[src/rtl/key_move_decoder.sv]
// key_move_decoder: DE2 pushbuttons to Connect-4 moves.
// Debounced cursor with wrap, auto-repeat and drop handshake.
module key_move_decoder #(
  parameter int DEBOUNCE_CYCLES = 500000,
  parameter int REPEAT_DELAY    = 25000000,
  parameter int REPEAT_RATE     = 7500000,
  parameter int NUM_COLS        = 7,
  parameter int START_COL       = 3
) (
  input  logic       clk,
  input  logic       clear_b,
  input  logic [3:0] KEY,
  input  logic       gameOver,
  input  logic       drop_ready,
  output logic [2:0] cursor_col,
  output logic       drop_valid,
  output logic [2:0] drop_col,
  output logic [3:0] key_state
);

  localparam int DW = $clog2(DEBOUNCE_CYCLES + 1);
  localparam int RMAX = (REPEAT_DELAY > REPEAT_RATE) ?
                        REPEAT_DELAY : REPEAT_RATE;
  localparam int RW = $clog2(RMAX + 1);

  localparam logic [DW-1:0] DB_LAST = DW'(DEBOUNCE_CYCLES - 1);
  localparam logic [RW-1:0] RD_LAST = RW'(REPEAT_DELAY - 1);
  localparam logic [RW-1:0] RR_LAST = RW'(REPEAT_RATE - 1);
  localparam logic [2:0] COL_MAX   = 3'(NUM_COLS - 1);
  localparam logic [2:0] COL_START = 3'(START_COL);

  typedef enum logic [1:0] {
    IDLE,
    DELAY,
    REPEAT
  } rpt_t;

  logic [3:0]    sync1;
  logic [3:0]    sync2;
  logic [3:0]    p;
  logic [3:0]    key_prev;
  logic [3:0]    press;
  logic [DW-1:0] cnt [4];

  rpt_t          state;
  rpt_t          nst;
  logic [RW-1:0] rcnt;
  logic [RW-1:0] ncnt;
  logic          dir_r;
  logic          sdir;
  logic          step;
  logic          held;
  logic          both;
  logic [2:0]    col_r;
  logic [2:0]    col_l;

  // two-flop synchroniser; keys idle high (released)
  always_ff @(posedge clk) begin
    if (!clear_b) begin
      sync1 <= 4'hF;
      sync2 <= 4'hF;
    end else begin
      sync1 <= KEY;
      sync2 <= sync1;
    end
  end

  assign p = ~sync2;

  // per-key debounce: accept a level only after it holds long enough
  always_ff @(posedge clk) begin
    if (!clear_b) begin
      key_state <= '0;
      for (int i = 0; i < 4; i++) cnt[i] <= '0;
    end else begin
      for (int i = 0; i < 4; i++) begin
        if (p[i] == key_state[i]) begin
          cnt[i] <= '0;
        end else if (cnt[i] == DB_LAST) begin
          key_state[i] <= ~key_state[i];
          cnt[i]       <= '0;
        end else begin
          cnt[i] <= cnt[i] + 1'b1;
        end
      end
    end
  end

  // previous debounced level, for rising-edge press pulses
  always_ff @(posedge clk) begin
    if (!clear_b) key_prev <= '0;
    else          key_prev <= key_state;
  end

  assign press = key_state & ~key_prev;
  assign held  = dir_r ? key_state[1] : key_state[2];
  assign both  = key_state[1] & key_state[2];
  assign col_r = (cursor_col == COL_MAX) ? 3'd0 : cursor_col + 3'd1;
  assign col_l = (cursor_col == 3'd0) ? COL_MAX : cursor_col - 3'd1;

  // repeat decision: which step, if any, happens this cycle
  always_comb begin
    step = 1'b0;
    sdir = dir_r;
    nst  = state;
    ncnt = '0;
    unique case (state)
      IDLE: begin
        if (press[1] & ~key_state[2]) begin
          step = 1'b1;
          sdir = 1'b1;
          nst  = DELAY;
        end else if (press[2] & ~key_state[1]) begin
          step = 1'b1;
          sdir = 1'b0;
          nst  = DELAY;
        end
      end
      DELAY: begin
        if (!held || both) begin
          nst = IDLE;
        end else if (rcnt == RD_LAST) begin
          step = 1'b1;
          nst  = REPEAT;
        end else begin
          ncnt = rcnt + 1'b1;
        end
      end
      REPEAT: begin
        if (!held || both) begin
          nst = IDLE;
        end else if (rcnt == RR_LAST) begin
          step = 1'b1;
        end else begin
          ncnt = rcnt + 1'b1;
        end
      end
      default: nst = IDLE;
    endcase
  end

  // repeat state and cursor; recentre beats a step
  always_ff @(posedge clk) begin
    if (!clear_b) begin
      state      <= IDLE;
      rcnt       <= '0;
      dir_r      <= 1'b0;
      cursor_col <= COL_START;
    end else if (gameOver) begin
      state <= IDLE;
      rcnt  <= '0;
    end else begin
      state <= nst;
      rcnt  <= ncnt;
      dir_r <= sdir;
      if (press[3]) begin
        cursor_col <= COL_START;
      end else if (step) begin
        cursor_col <= sdir ? col_r : col_l;
      end
    end
  end

  // drop request: one per press edge, held until accepted
  always_ff @(posedge clk) begin
    if (!clear_b) begin
      drop_valid <= 1'b0;
      drop_col   <= 3'd0;
    end else if (gameOver) begin
      drop_valid <= 1'b0;
    end else if (drop_valid) begin
      if (drop_ready) drop_valid <= 1'b0;
    end else if (press[0]) begin
      drop_valid <= 1'b1;
      drop_col   <= cursor_col;
    end
  end

endmodule

[config.mk]
export PLATFORM = sky130hd
export DESIGN_NAME = key_move_decoder
export DESIGN_NICKNAME = d
export VERILOG_FILES = /design/src/rtl/key_move_decoder.sv
export SDC_FILE = /design/constraint.sdc
export NUM_CORES = 1
export LEC_CHECK = 0
export CORE_MARGIN = 2
export CORE_UTILIZATION = 50
export CTS_CLUSTER_SIZE = 25
export DETAILED_ROUTE_END_ITERATION = 12
export PLACE_DENSITY = 0.67
export SYNTH_ARGS = -nofsm -noshare
export SYNTH_HDL_FRONTEND = slang
export SYNTH_SLANG_ARGS = --single-unit
[constraint.sdc]
create_clock -name clk -period 3.1 [get_ports clk]
set_input_delay 0.62 -clock clk [delete_from_list [all_inputs] [get_ports clk]]
set_output_delay 0.62 -clock clk [all_outputs]
set_load 0.03 [all_outputs]
== Word-level counts from Yosys, hierarchy flattened ==
Memory sizes are Yosys's and may differ from the RTL's.
Index checks and enable logic that the tools add are counted.

* Bits of input ports: 8
* Memories: 1
* Register bits: 51
* Latch bits: 0
* Bits in read-only memories: 0
* Memory bits (writable): 76
* Output and inout port bits: 11

{| class="wikitable"
|+ Memories
! name !! depth !! width !! read ports !! clocked after memory_dff !! write ports !! line !! text
|-
| cnt || 4 || 19 || 4 || 0 || 4 || 43 || <nowiki>logic [DW-1:0] cnt [4];</nowiki>
|}

* Mux-type cells: 87
* Eq/ne operators: 16
* Add/subtract/negate cells: 7
* $lt $le $gt $ge: 0
* Divide/modulo/power cells: 0
* Reduce and logical (&&, ||, !) cells: 13
* Multipliers: 0
* Bitwise logic cells: 29
* Shift-type cells: 0

{| class="wikitable"
|+ Operator list
! kind !! number
|-
| $mux 19 || 12
|-
| $mux 25 || 4
|-
| $add 19x1->19 const B || 4
|-
| $eq 19x19->1 const B || 4
|-
| $mux 1 || 58
|-
| $pmux 25 s2 || 1
|-
| $add 25x1->25 const B || 1
|-
| $eq 25x23->1 const B || 1
|-
| $eq 25x25->1 const B || 1
|-
| $mux 3 || 5
|-
| $or 1x1->1 || 12
|-
| $not 1->1 || 11
|-
| $mux 2 || 5
|-
| $reduce_and 2->1 || 5
|-
| $not 4->4 || 2
|-
| $ne 3x3->1 const B || 2
|-
| $pmux 2 s3 || 1
|-
| $reduce_and 3->1 || 2
|-
| $and 4x4->4 || 1
|-
| $eq 1x1->1 || 4
|-
| $add 3x1->3 const B || 1
|-
| $and 1x1->1 || 3
|-
| $eq 3x3->1 const B || 1
|-
| $logic_not 3->1 || 1
|-
| 10 further kinds || 10
|}

== Depth between registers and ports, before layout ==
* Depth after elaboration: 9
* Gate-level depth with buffers: 8
* Gate-level depth less buffers: 7

== Worst setup path before layout ==
OpenSTA, ideal clock, no wires.

* Path type: register -> register
* Start: register key_state[2]
* End: register cursor_col[0]
* Path buffers: 1
* Stages on the path, launching flop included: 7
* Required time: 2.977 ns
* Setup slack: 1.127 ns
* Arrival: 1.849 ns
* Cells stage by stage: dfxtp_1 > buf_4 > and3b_1 > o21ai_1 > nor3_1 > o31ai_2 > mux2_1

* Cells in the longest elaborated chain, start to end: 8

{| class="wikitable"
|+ Ends and longest elaborated chain
! element !! line !! text
|-
| from (decl) || 18 || <nowiki>output logic [3:0] key_state</nowiki>
|-
| from (signal, indexed assignment) || 80 || <nowiki>key_state[i] <= ~key_state[i];</nowiki>
|-
| $and 4x4->4 || 95 || <nowiki>assign press = key_state & ~key_prev;</nowiki>
|-
| $and 1x1->1 || 113 || <nowiki>end else if (press[2] & ~key_state[1]) begin</nowiki>
|-
| $mux 1 || 113 ||
|-
| $mux 1 || 109 || <nowiki>if (press[1] & ~key_state[2]) begin</nowiki>
|-
| $mux 1 || 107 || <nowiki>unique case (state)</nowiki>
|-
| $mux 3 || 159 || <nowiki>cursor_col <= sdir ? col_r : col_l;</nowiki>
|-
| $mux 3 || 158 || <nowiki>end else if (step) begin</nowiki>
|-
| $mux 3 || 156 || <nowiki>if (press[3]) begin</nowiki>
|-
| to (signal assigned) || 159 ||
|-
| to (decl) || 15 || <nowiki>output logic [2:0] cursor_col,</nowiki>
|}

Parallel ways exist; a longest one is shown, timed or not. The select of a mux whose other input is x is not followed.
A chain may end at the register's enable or synchronous reset.

== Worst setup path after layout ==
* Start: register key_state[2]
* End: output key_state[2]

No word-level cell between the ends.

==> parameters.txt <==
Parameter                              Value

Floorplan
  Area of the die    13,900 um^2
  Core footprint    12,600 um^2
  Die outline width    118 um
  Effective utilization at floorplan    51.3%
  Boundary pin count    19
  Die extent in y    118 um
  Num rows    41

STA
  Worst slack on hold paths    0.406 ns
  Hold Vio Cnt, Final    0
  Setup repair after global routing missed its margin    no
  Period utilization    74.6%
  Worst Max-Slew Pin Slew    0.655 ns
  Setup Total Neg Slack    0 ns
  Highest Clock Rate    433 MHz
  Clock tree skew after final layout    0.00630 ns
  Clock period minus final worst setup slack    2.31 ns
  Final Slew Violations    0
  Final setup violation count    0
  Remaining max-slew budget at the tightest pin    56.0%

Logic synthesis
  Mapped cell area    6470 um^2
  Post-Synthesis Mean Instance Area    10.1 um^2
  Most used flip-flop cell after synthesis    sky130_fd_sc_hd__edfxtp_1
  Top-area cell type share of the netlist area    35.2%
  YS warnings    0
  Post-Synthesis Cells    644
  Number of enable-type register cells in the synthesized netlist    76
  Number of synthesized register bits    127
  Share of synthesized area occupied by flip-flops and latches    51.0%
  Top cells by area in the synthesized netlist    sky130_fd_sc_hd__edfxtp_1 35%, sky130_fd_sc_hd__dfxtp_1 16%, sky130_fd_sc_hd__nor2_1 7.6%
  Number of different library cells in the post-synthesis netlist    54
  Ys async rst share    0%
  Largest area contributor in the synthesized netlist    sky130_fd_sc_hd__edfxtp_1

Place
  Total half-perimeter wirelength after legalization and detailed placement    8020 um
  Number of buffers added on ports    18
  Post-placement cell area    7090 um^2
  Final estimated routing congestion in global placement    0.843
  Placed Cells    895

Flow run
  Number of maximum-capacitance violations    0

Route
  DR vias/cell    4.94
  Detailed Route WL    11,400 um
  Total number of vias    4,581
  # DRC    0
  1st-iter DRT viols    191
  Routed wire length per instance    12.2 um
  Number of detailed-routing iterations run before antenna repair    4
  Number of nets with antenna violations after detailed routing    0

Worst setup path
  Worst-case register-to-register setup slack    0.92 ns
  Critical-path maximum fanout    10
  Critical path's slowest cell    sky130_fd_sc_hd__clkdlybuf4s50_1
  CP arrival    1.69 ns
  Required time reported for the critical path endpoint    2.48 ns
  Slowest Stage Delay on Critical Path    0.75 ns
  Buffers & Inverters on Critical Path    1
  CP delay by family, top    buffers and inverters
  Startpoint class of the critical path    register
  Cell-by-cell trace of the critical path    clkdlybuf4s50_1
  Crit end category    primary output
  Critical path class    register to primary output

Global route
  Leftover overflow at the end of global routing    0
  Pin count of the biggest net entering global routing    26
  GRT Util Overall    17.7%
  Number of global-route vias before repair    4,584
  Antenna violations before repair    0
  First-pass GRT wire length    20,200 um

Final layout
  Final Instance Count excl. Fillers    927
  Fill cell instance count of the final layout    1,077
  Most frequent cells in the layout    131 x sky130_fd_sc_hd__nor2_1, 76 x sky130_fd_sc_hd__edfxtp_1, 76 x sky130_fd_sc_hd__conb_1, 51 x sky130_fd_sc_hd__dfxtp_1, 48 x sky130_fd_sc_hd__xnor2_1
  Share of post-route cells with drive strength above 1    6.49%
  Area of the multi-input gates    3270 um^2
  Storage cell area    3300 um^2
  Area of all placed cells without fillers    7720 um^2
  Most common cell after layout, fill and taps aside    sky130_fd_sc_hd__nor2_1
  N_diodes    0
  Area growth from synthesis to final layout    19.2%
  Final layout net count    764

Clock tree
  H-tree Lvls    4
  Buffers inserted during post-CTS setup optimization    0
  Clock root buffer    sky130_fd_sc_hd__clkbuf_16
  Clock input transition at the sequential cells of the worst setup and hold paths    0.06 ns
  Worst skew pair latency    0.42 ns
  CTS max path bufs    2
  Inserted Clock Buffers    17
  Clock tree from TritonCTS    built
  Total number of clock tree sinks    127
  Hold buffer count at CTS    0
  Post-CTS resize count    0

Power and ir drop
  VDD IR-drop max    0.373 mV
  Total power per unit cell area    524 nW/um^2
  Leakage power    2.76 nW

Hold path
  Hold Crit Class    register to register

Run status
  Result of the run    finished clean
==> final cells by class <==
type	count	share of cell area (%)
well taps	172	2.79
clock inverters	10	1.18
inverters	24	1.17
repair buffers	22	2.72
clock buffers	22	6.99
flip-flops and latches	127	42.8
multi-input cells	550	42.4
==> through the flow <==
stage               total power, mW  setup slack [ns]  utilization (%)
floorplan                      1.99              1.13                -
global placement               2.02             0.797             56.2
detailed placement             2.02             0.771             56.2
CTS                            4.08             0.736             61.2
global route                   4.17             0.700             61.2
finish                         4.05             0.788             61.2
==> synth_stat cells, types with 2 or more instances <==
master	n
sky130_fd_sc_hd__or2_2	6
sky130_fd_sc_hd__nor3_1	14
sky130_fd_sc_hd__nor2b_1	6
sky130_fd_sc_hd__nor4bb_1	3
sky130_fd_sc_hd__a21oi_1	2
sky130_fd_sc_hd__nand4b_1	2
sky130_fd_sc_hd__nand3_1	36
sky130_fd_sc_hd__xnor2_1	48
sky130_fd_sc_hd__o211a_1	2
sky130_fd_sc_hd__and2_1	12
sky130_fd_sc_hd__xor2_1	47
sky130_fd_sc_hd__or4_1	2
sky130_fd_sc_hd__nand2_1	39
sky130_fd_sc_hd__nor3b_1	5
sky130_fd_sc_hd__buf_4	4
sky130_fd_sc_hd__o21ai_0	3
sky130_fd_sc_hd__edfxtp_1	76
sky130_fd_sc_hd__dfxtp_1	51
sky130_fd_sc_hd__and3b_1	2
sky130_fd_sc_hd__o21bai_1	2
sky130_fd_sc_hd__clkbuf_1	4
sky130_fd_sc_hd__and4_1	6
sky130_fd_sc_hd__inv_1	24
sky130_fd_sc_hd__buf_2	9
sky130_fd_sc_hd__nor4_1	6
sky130_fd_sc_hd__nor4b_1	8
sky130_fd_sc_hd__mux2i_1	9
sky130_fd_sc_hd__ha_1	14
sky130_fd_sc_hd__nand2b_1	13
sky130_fd_sc_hd__nor2_1	131
sky130_fd_sc_hd__and3_1	9
sky130_fd_sc_hd__o21ai_1	2
sky130_fd_sc_hd__nand4_1	26
==> power breakdown <==
group / leakage [nW] / switching, mW / internal (mW)
Combinational: 1.26 / 0.0604 / 0.0486
Clock: 0.302 / 0.738 / 1.32
Sequential: 1.20 / 0.0467 / 1.84
Total: 2.76 / 0.846 / 3.20
==> state kept, by name, indices dropped and copies added (netlist names) <==
| name | count |
|---|---|
| drop_valid | 1 |
| state | 2 |
| drop_col | 3 |
| cnt | 76 |
| sync2 | 4 |
| sync1 | 4 |
| key_prev | 4 |
| dir_r | 1 |
| key_state | 4 |
| cursor_col | 3 |
| rcnt | 25 |
==> metal layers <==
layer | global-route usage, % | vias to the layer above | part of all wire (%)
li1 | - | 2349 | -
met1 | 22.8 | 2152 | 48
met2 | 28.5 | 57 | 47
met3 | 4.12 | 23 | 2.7
met4 | 7.76 | 0 | 2.1
met5 | 0 | - | 0
==> worst reg2reg max path, cell delays in order (launching register included) <==
cell and delay [ns]:
sky130_fd_sc_hd__edfxtp_1 0.39, sky130_fd_sc_hd__ha_1 0.23, sky130_fd_sc_hd__nand4_1 0.24, sky130_fd_sc_hd__nor3_1 0.56
sky130_fd_sc_hd__nor3b_1 0.30, sky130_fd_sc_hd__xnor2_1 0.15, sky130_fd_sc_hd__nor2_1 0.05
==> kinds of logic after synthesis <==
kind of cell | after synthesis | synth area share, %
and+or+nand+nor | 334 | 26.4
DFF | 127 | 51.0
xor gates and xnor gates | 95 | 12.9
buffers and inverters | 42 | 2.84
AOI/OAI and AO/OA | 20 | 2.26
adders and majority gates | 14 | 2.71
muxes | 11 | 1.91
other | 1 | 0.0579
==> path summary, 6_finish.rpt <==
kind / endpoint / start / depth (start not counted)
setup / recovery: key_state[2] / key_state[2]$_SDFFE_PN0N_ / 1
hold / removal: sync2[0]$_SDFF_PN1_ / sync1[0]$_SDFF_PN1_ / 1
setup reg to reg: cnt[2][18]$_SDFFCE_PN0P_ / cnt[2][0]$_SDFFCE_PN0P_ / 6
hold reg to reg: sync2[0]$_SDFF_PN1_ / sync1[0]$_SDFF_PN1_ / 1
Power figures use the tool's default switching activity.
